==> src/rtl/axi4lite_pkg.sv <==
// Shared types and default widths for the AXI4-Lite master, slave and command sequencer.
package axi4lite_pkg;

  localparam int ADDR_WIDTH = 2;
  localparam int DATA_WIDTH = 8;

  typedef enum logic [1:0] {
    IDLE,
    ISSUE,
    WAIT,
    RESP
  } seq_state_t;

  // Default-width command word; modules with overridden widths build their own equivalent.
  typedef struct packed {
    logic                  rw;
    logic [ADDR_WIDTH-1:0] addr;
    logic [DATA_WIDTH-1:0] wdata;
  } cmd_t;

endpackage

==> src/rtl/axi4lite_cmd_fifo.sv <==
// Synchronous FIFO with full/empty/count; the head entry is visible on dout without a pop.
module axi4lite_cmd_fifo #(
  parameter int WIDTH = 8,
  parameter int DEPTH = 4
) (
  input  logic                     clk,
  input  logic                     rst,
  input  logic                     push,
  input  logic [WIDTH-1:0]         din,
  input  logic                     pop,
  output logic [WIDTH-1:0]         dout,
  output logic                     full,
  output logic                     empty,
  output logic [$clog2(DEPTH):0]   count
);

  localparam int PW = $clog2(DEPTH);

  logic [WIDTH-1:0] mem [DEPTH];
  logic [PW-1:0]    wr_ptr_reg;
  logic [PW-1:0]    rd_ptr_reg;
  logic [PW:0]      count_reg;
  logic             do_push;
  logic             do_pop;

  assign do_push = push && !full;
  assign do_pop  = pop && !empty;

  // Storage carries no reset; the pointers alone define what is valid.
  always_ff @(posedge clk) begin
    if (do_push) begin
      mem[wr_ptr_reg] <= din;
    end
  end

  always_ff @(posedge clk or posedge rst) begin
    if (rst) begin
      wr_ptr_reg <= '0;
      rd_ptr_reg <= '0;
      count_reg  <= '0;
    end else begin
      if (do_push) wr_ptr_reg <= wr_ptr_reg + PW'(1);
      if (do_pop)  rd_ptr_reg <= rd_ptr_reg + PW'(1);
      case ({do_push, do_pop})
        2'b10:   count_reg <= count_reg + (PW+1)'(1);
        2'b01:   count_reg <= count_reg - (PW+1)'(1);
        default: count_reg <= count_reg;
      endcase
    end
  end

  assign dout  = mem[rd_ptr_reg];
  assign full  = (count_reg == (PW+1)'(DEPTH));
  assign empty = (count_reg == '0);
  assign count = count_reg;

endmodule

==> src/rtl/axi4lite_cmd_sequencer.sv <==
// Queues read/write commands, issues them to the AXI4-Lite master one at a time,
// and returns each completion (or watchdog abort) on a valid/ready response port.
module axi4lite_cmd_sequencer #(
  parameter int ADDR_WIDTH = axi4lite_pkg::ADDR_WIDTH,
  parameter int DATA_WIDTH = axi4lite_pkg::DATA_WIDTH,
  parameter int FIFO_DEPTH = 4,
  parameter int TIMEOUT    = 15
) (
  input  logic                  clk,
  input  logic                  rst,
  input  logic                  cmd_valid,
  output logic                  cmd_ready,
  input  logic                  cmd_rw,
  input  logic [ADDR_WIDTH-1:0] cmd_addr,
  input  logic [DATA_WIDTH-1:0] cmd_wdata,
  output logic                  start_write,
  output logic                  start_read,
  output logic [ADDR_WIDTH-1:0] m_addr,
  output logic [DATA_WIDTH-1:0] m_wdata,
  input  logic [DATA_WIDTH-1:0] m_rdata,
  input  logic                  m_done,
  output logic                  rsp_valid,
  input  logic                  rsp_ready,
  output logic                  rsp_rw,
  output logic [DATA_WIDTH-1:0] rsp_data,
  output logic                  rsp_err,
  output logic                  busy
);
  import axi4lite_pkg::*;

  typedef struct packed {
    logic                  rw;
    logic [ADDR_WIDTH-1:0] addr;
    logic [DATA_WIDTH-1:0] wdata;
  } seq_cmd_t;

  localparam int          CW          = $clog2(FIFO_DEPTH);
  localparam logic [7:0]  TIMEOUT_CNT = 8'(TIMEOUT);

  seq_state_t            state_reg;
  logic [7:0]            wd_reg;
  logic                  rw_reg;
  logic                  start_write_reg;
  logic                  start_read_reg;
  logic [ADDR_WIDTH-1:0] m_addr_reg;
  logic [DATA_WIDTH-1:0] m_wdata_reg;
  logic                  rsp_valid_reg;
  logic                  rsp_rw_reg;
  logic [DATA_WIDTH-1:0] rsp_data_reg;
  logic                  rsp_err_reg;

  seq_cmd_t              fifo_din;
  seq_cmd_t              fifo_head;
  logic                  fifo_full;
  logic                  fifo_empty;
  logic [CW:0]           fifo_count;
  logic                  fifo_pop;
  logic [7:0]            wd_inc;

  assign fifo_din  = '{rw: cmd_rw, addr: cmd_addr, wdata: cmd_wdata};
  assign fifo_pop  = (state_reg == IDLE) && !fifo_empty;
  assign wd_inc    = wd_reg + 8'd1;

  axi4lite_cmd_fifo #(
    .WIDTH ($bits(seq_cmd_t)),
    .DEPTH (FIFO_DEPTH)
  ) u_fifo (
    .clk   (clk),
    .rst   (rst),
    .push  (cmd_valid),
    .din   (fifo_din),
    .pop   (fifo_pop),
    .dout  (fifo_head),
    .full  (fifo_full),
    .empty (fifo_empty),
    .count (fifo_count)
  );

  always_ff @(posedge clk or posedge rst) begin
    if (rst) begin
      state_reg       <= IDLE;
      wd_reg          <= '0;
      rw_reg          <= 1'b0;
      start_write_reg <= 1'b0;
      start_read_reg  <= 1'b0;
      m_addr_reg      <= '0;
      m_wdata_reg     <= '0;
      rsp_valid_reg   <= 1'b0;
      rsp_rw_reg      <= 1'b0;
      rsp_data_reg    <= '0;
      rsp_err_reg     <= 1'b0;
    end else begin
      start_write_reg <= 1'b0;
      start_read_reg  <= 1'b0;
      case (state_reg)
        IDLE: begin
          if (!fifo_empty) begin
            // Start pulses are registered here so they are high exactly during ISSUE.
            rw_reg          <= fifo_head.rw;
            m_addr_reg      <= fifo_head.addr;
            m_wdata_reg     <= fifo_head.wdata;
            start_write_reg <= fifo_head.rw;
            start_read_reg  <= !fifo_head.rw;
            state_reg       <= ISSUE;
          end
        end
        ISSUE: begin
          wd_reg    <= '0;
          state_reg <= WAIT;
        end
        WAIT: begin
          wd_reg <= wd_inc;
          // A done arriving on the timeout cycle still counts as a clean completion.
          if (m_done) begin
            rsp_valid_reg <= 1'b1;
            rsp_rw_reg    <= rw_reg;
            rsp_data_reg  <= rw_reg ? '0 : m_rdata;
            rsp_err_reg   <= 1'b0;
            state_reg     <= RESP;
          end else if (wd_inc == TIMEOUT_CNT) begin
            rsp_valid_reg <= 1'b1;
            rsp_rw_reg    <= rw_reg;
            rsp_data_reg  <= '0;
            rsp_err_reg   <= 1'b1;
            state_reg     <= RESP;
          end
        end
        RESP: begin
          if (rsp_ready) begin
            rsp_valid_reg <= 1'b0;
            state_reg     <= IDLE;
          end
        end
        default: state_reg <= IDLE;
      endcase
    end
  end

  assign cmd_ready   = !fifo_full;
  assign busy        = (state_reg != IDLE) || (fifo_count != '0);
  assign start_write = start_write_reg;
  assign start_read  = start_read_reg;
  assign m_addr      = m_addr_reg;
  assign m_wdata     = m_wdata_reg;
  assign rsp_valid   = rsp_valid_reg;
  assign rsp_rw      = rsp_rw_reg;
  assign rsp_data    = rsp_data_reg;
  assign rsp_err     = rsp_err_reg;

endmodule

==> config.mk <==
export PLATFORM = sky130hd
export DESIGN_NAME = axi4lite_cmd_sequencer
export DESIGN_NICKNAME = d
export VERILOG_FILES = /design/src/rtl/axi4lite_pkg.sv /design/src/rtl/axi4lite_cmd_fifo.sv /design/src/rtl/axi4lite_cmd_sequencer.sv
export SDC_FILE = /design/constraint.sdc
export NUM_CORES = 1
export LEC_CHECK = 0
export ABC_AREA = 1
export CAP_MARGIN = 20
export CORE_MARGIN = 3
export CORE_UTILIZATION = 50
export DETAILED_ROUTE_END_ITERATION = 6
export GPL_TIMING_DRIVEN = 0
export PLACE_DENSITY = 0.76
export SETUP_SLACK_MARGIN = 0.5
export SLEW_MARGIN = 10
export SYNTH_ARGS = -nofsm -noshare
export SYNTH_HDL_FRONTEND = slang
export SYNTH_SLANG_ARGS = --single-unit
==> constraint.sdc <==
create_clock -name clk -period 5 [get_ports clk]
set_input_delay 0.5 -clock clk [delete_from_list [all_inputs] [get_ports clk]]
set_output_delay 0.5 -clock clk [all_outputs]
set_load 0.03 [all_outputs]
==> results.yml, run 1 <==
final_layout:
  antennaDiodeCount: 0
  final_area_um2: 4470
  fillers: 571
  layout-area-overhead-vs-synth_pct: 23.1
  layout-drive-gt1-share_pct: 9.02
  nets: 441
  multi_input_area_um2: 1130
  seqCellArea_um2: 2350
  largest_register_ffs: 44
  final_core_util_pct: 64.7
  finalNonFillerCells: 506
  regMostFlops: "u_fifo.mem"
sta:
  fin_skew_ns: 0.0100
  setup_tns_ns: 0
  relSlewSlack_pct: 29.3
  fin_ws_ns: 2.23
  setup-violations-final: 0
  hold_viol_final: 0
  fmax_mhz: 361
  rsz0062_at_grt: "false"
  finalMaxSlewViolations: 0
  period_needed_ns: 2.77
  period_share_pct: 55.4
  tightest_slew_ns: 1.06
  hold_ws_ns: 0.398
detailed_routing:
  vias_per_cell: 5.00
  dr.first_iter.drc_count: 112
  wl_um: 6950
  drc: 0
  vias: 2529
  wl_per_cell_um: 13.7
  drtPass1Iterations: 4
  ant_nets: 0
global_route:
  gr-max-usage-layer: "met2"
  grt_pass1_vias: 2501
  grt_pass1_wl_um: 11700
  grtUsageTotal_pct: 18.0
  gr-usage-met2_pct: 31.1
  use_met1_pct: 22.1
  grt_util_met3_pct: 3.81
  grt_overflow_total: 0
  grt_max_degree: 32
  antenna_found_initial: 0
setup_path:
  max_stage_delay_ns: 0.50
  crit_path_start_kind: "flop"
  cp.arrival_ns: 3.01
  critPathRequiredTime_ns: 5.24
  critPathMaxFanout: 10
  critical_path.top_delay_family: "adder cells"
  cp_num_buf_inv: 4
  crit_type: "reg -> reg"
  cpMostUsedCell: "inv_1"
  crit_path_cell_trace: "inv_1 > ha_1 > inv_1 > nor2_1 > clkbuf_1 > ha_1 > inv_1 > fa_1 > a21oi_1 > o21ai_0 > xnor2_1"
  cp-end-kind: "flop"
  slowest_stage: "clkbuf_1"
placement:
  place_inst: 488
  gp_congestion: 0.828
  io_buffers: 48
  place_ws_ns: 2.23
  hpwl_um: 4830
  placed_area_um2: 4250
floorplan:
  die_h_um: 91.2
  dieArea_um2: 8320
  num_rows: 30
  io_pins: 49
  die_w_um: 91.2
  start_util_pct: 52.6
  core_um2: 6910
pwr:
  peakVddDrop_mv: 0.347
  power.total_mw: 2.71
  p_per_area_nw_per_um2: 606
  leakage_nw: 1.78
clocking:
  path_clk_slew_ns: 0.10
  cts_hold_repair.buffers: 0
  clockBufferDepth: 2
  ctsRootBufferMaster: "clkbuf_8"
  clkSinkCount: 85
  clk_latency_ns: 0.35
  tritoncts: "built"
  ctsResizeCount: 0
  htreeDepth: 3
  cts_made_buffers: 9
  cts_setup_buffers: 0
yosys:
  syn_avg_cell_area_um2: 10.6
  yosysWarnings: 0
  ys_ff_latch: 85
  synth-xor-area-share_pct: 1.45
  synth_simple_gate_area_share_pct: 16.5
  synth_top_family_by_area: "simple AND/OR/NAND/NOR gates"
  synth_cells: 343
  synth_cell_type_count: 23
  syn-cell-area_um2: 3630
  synth_fa_ha_area_share_pct: 4.34
  synth_compound_area_share_pct: 8.82
  synth_nets: 379
  yosysSeqAreaShare_pct: 64.6
  muxShareOfSynthArea_pct: 0
outcome:
  outcome: "completed"
run:
  max-cap-violations: 0
worst_hold_path:
  hold_class: "in -> async"
==> synth_stat cells <==
library cell  instances  area, um^2
a21oi_1               3        15.0
a31oi_1              10        62.6
buf_6                 1        11.3
clkbuf_1             10        37.5
dfrtp_1              41        1030
edfxtp_1             44        1320
fa_1                  1        20.0
ha_1                 11         138
inv_1                28         105
nand2_1              56         210
nand2_2               1        6.26
nand2_4               2        22.5
nand3_1              16        80.1
nor2_1               67         251
nor2_2                3        18.8
nor3_1                1        5.00
o21ai_0              27         135
o21ai_1               2        10.0
o21ai_2               9        78.8
o22ai_1               3        18.8
or2_2                 1        6.26
xnor2_1               2        17.5
xor2_1                4        35.0
==> worst register-to-register path: stages (launching register included) <==
cell	delay [ns]
dfrtp_1	0.41
inv_1	0.10
ha_1	0.17
inv_1	0.04
nor2_1	0.36
clkbuf_1	0.50
ha_1	0.24
inv_1	0.07
fa_1	0.38
a21oi_1	0.14
o21ai_0	0.11
xnor2_1	0.13
==> worst paths after layout <==
check / startpoint / endpoint / slack [ns] / depth (start not counted)
setup / recovery: state_reg[0]$_DFFE_PP0P_ / u_fifo.count[2]$_DFFE_PP0P_ / 2.23 / 11
hold reg to reg: rsp_rw$_DFFE_PP0P_ / rsp_rw$_DFFE_PP0P_ / 0.49 / 2
setup reg to reg: state_reg[0]$_DFFE_PP0P_ / u_fifo.count[2]$_DFFE_PP0P_ / 2.23 / 11
max in group asynchronous: rst / wd_reg[3]$_DFFE_PP0P_ / 4.14 / 3
min in group clk: rsp_rw$_DFFE_PP0P_ / rsp_rw$_DFFE_PP0P_ / 0.49 / 2
hold / removal: rst / m_wdata[6]$_DFFE_PP0P_ / 0.40 / 2
==> cell usage in the layout, fill, tap and decap left out, drive strengths merged, types with 10 or more instances in the layout <==
cell type      synthesis  routed
clkdlybuf4s50          0      48
ha                    11      11
edfxtp                44      44
clkbuf                10      19
nand2                 59      59
nand3                 16      16
inv                   28      32
dfrtp                 41      41
a31oi                 10      10
o21ai                 38      38
nor2                  70      70
==> where the power goes <==
part | switching [mW] | internal, mW
clock network | 0.273 | 0.198
logic | 0.742 | 0.430
registers | 0.109 | 0.957
==> area by class of cell <==
type                    count  area share, %
plain buffers              11           1.09
clock buffers               9           2.77
inverters                  28           2.35
multi-input cells         219           25.3
well taps                  96           2.69
flip-flops and latches     85           52.5
clock inverters             7           1.68
repair buffers             51           11.6
==> routing by layer <==
layer  up-vias  part of all wire, %
met5         -                    0
met4         0                  1.4
met3         9                  5.5
met2        68                   50
met1      1195                   43
li1       1257                    -
==> cell families (layout without fill, tap and decap cells) <==
kind of cell	count (synthesis)	count (layout)
flops	85	85
buf+inv	39	106
fa+ha+maj	12	12
compound gates	54	54
xor+xnor	6	6
simple gates	147	147
Note: power is estimated with default switching activity, not from simulation.
==> run 2: changes to the inputs <==
Clock period 5 ns to 2.6 ns, I/O delays scaled along.
==> results.yml, run 2 (same netlist as run 1, synthesis figures left out) <==
floorplan:
  io_pins: 49
  die_h_um: 91.2
  num_rows: 30
  dieArea_um2: 8320
  die_w_um: 91.2
  start_util_pct: 52.6
  core_um2: 6910
global_route:
  grtUsageTotal_pct: 18.8
  antenna_found_initial: 0
  grt_overflow_total: 0
  grt_pass1_wl_um: 12000
  grt_max_degree: 27
  grt_pass1_vias: 2535
sta:
  period_needed_ns: 1.98
  rsz0062_at_grt: "false"
  setup_tns_ns: 0
  tightest_slew_ns: 1.01
  fin_skew_ns: 0.0115
  fin_ws_ns: 0.618
  finalMaxSlewViolations: 0
  setup-violations-final: 0
  hold_viol_final: 0
  relSlewSlack_pct: 32.3
  hold_ws_ns: 0.173
  period_share_pct: 76.2
  fmax_mhz: 505
detailed_routing:
  drtPass1Iterations: 4
  vias: 2566
  vias_per_cell: 5.04
  wl_um: 7190
  ant_nets: 0
  drc: 0
  wl_per_cell_um: 14.1
  dr.first_iter.drc_count: 183
pwr:
  peakVddDrop_mv: 0.605
  leakage_nw: 1.80
  power.total_mw: 5.34
  p_per_area_nw_per_um2: 1180
final_layout:
  final_area_um2: 4520
  regMostFlops: "u_fifo.mem"
  layout-area-overhead-vs-synth_pct: 24.5
  finalNonFillerCells: 509
  seqCellArea_um2: 2350
  layout_commonest_cell: "nor2_1"
  nets: 444
  multi_input_area_um2: 1150
  layout-drive-gt1-share_pct: 11.6
  final_core_util_pct: 65.5
  layout_common_cells: "nor2_1, nand2_1, clkdlybuf4s50_1"
  antennaDiodeCount: 0
  fillers: 541
  largest_register_ffs: 44
placement:
  placed_area_um2: 4260
  io_buffers: 48
  hpwl_um: 4900
  place_ws_ns: 0.209
  place_inst: 488
  gp_congestion: 0.851
setup_path:
  reg2reg_from: "state_reg[0]$_DFFE_PP0P_"
  crit_path_start_kind: "flop"
  max_stage_delay_ns: 0.43
  critPathMaxFanout: 3
  critPathRequiredTime_ns: 2.86
  crit_path_cell_trace: "inv_2 > ha_1 > inv_1 > nor2_4 > clkbuf_8 > ha_1 > inv_1 > fa_2 > a21oi_2 > o21ai_1 > xnor2_1"
  critPathLaunch: "state_reg[0]$_DFFE_PP0P_"
  cp.arrival_ns: 2.24
  crit_type: "reg -> reg"
  slowest_stage: "dfrtp_1"
  cp-end-kind: "flop"
worst_hold_path:
  hold_class: "in -> async"
clocking:
  cts_made_buffers: 9
  clk_latency_ns: 0.37
  cts_hold_repair.buffers: 0
  path_clk_slew_ns: 0.10
  clockBufferDepth: 2
  ctsRootBufferMaster: "clkbuf_8"
  tritoncts: "built"
  clkSinkCount: 85
  htreeDepth: 3
run:
  max-cap-violations: 0
outcome:
  outcome: "completed"
## run 2: cell type report
cell class	instances	share of cell area [%]
timing repair buffer	54	11.9
buffer	11	1.30
clock buffer	9	2.74
multi-input combinational	219	25.5
clock inverter	7	1.66
tap	96	2.66
sequential	85	51.9
inverter	28	2.32
## run 2: worst paths after layout
kind,endpoint,slack (ns),cells after the start
setup / recovery,u_fifo.count[2]$_DFFE_PP0P_,0.62,11
hold / removal,rsp_data[0]$_DFFE_PP0P_,0.17,2
setup reg to reg,u_fifo.count[2]$_DFFE_PP0P_,0.62,11
hold reg to reg,rsp_valid$_DFFE_PP0P_,0.49,2
max in group asynchronous,wd_reg[4]$_DFFE_PP0P_,1.95,3
min in group clk,rsp_data[5]$_DFFE_PP0P_,0.45,3
## run 2: critical path, delay by kind of cell, from the launching register on
family | cells | cell delay [ns]
simple gates | 1 | 0.10
buf+inv | 4 | 0.37
fa+ha+maj | 3 | 0.65
compound gates | 2 | 0.21
xor+xnor | 1 | 0.12
flops | 1 | 0.43
## run 2: repair_timing
item                                    in CTS  in global routing
endpoints found under the setup margin       3                 12
pin swaps                                    1                  0
setup buffers                                2                  1
gates resized for setup                      4                  5
## run 2: routing by layer
metal  global-route usage (%)  vias up  share of wire (%)
met5                        0        -                  0
li1                         -     1268                  -
met3                     4.81       18                5.9
met2                     31.8       78                 49
met1                     22.6     1202                 43
met4                     8.79        0                2.7
## run 2: where the power goes
group	switching (mW)	total (mW)	internal (mW)	leakage, nW
Clock	0.546	0.928	0.382	0.0990
Sequential	0.217	2.06	1.84	0.914
Combinational	1.47	2.36	0.889	0.784
Total	2.23	5.34	3.11	1.80
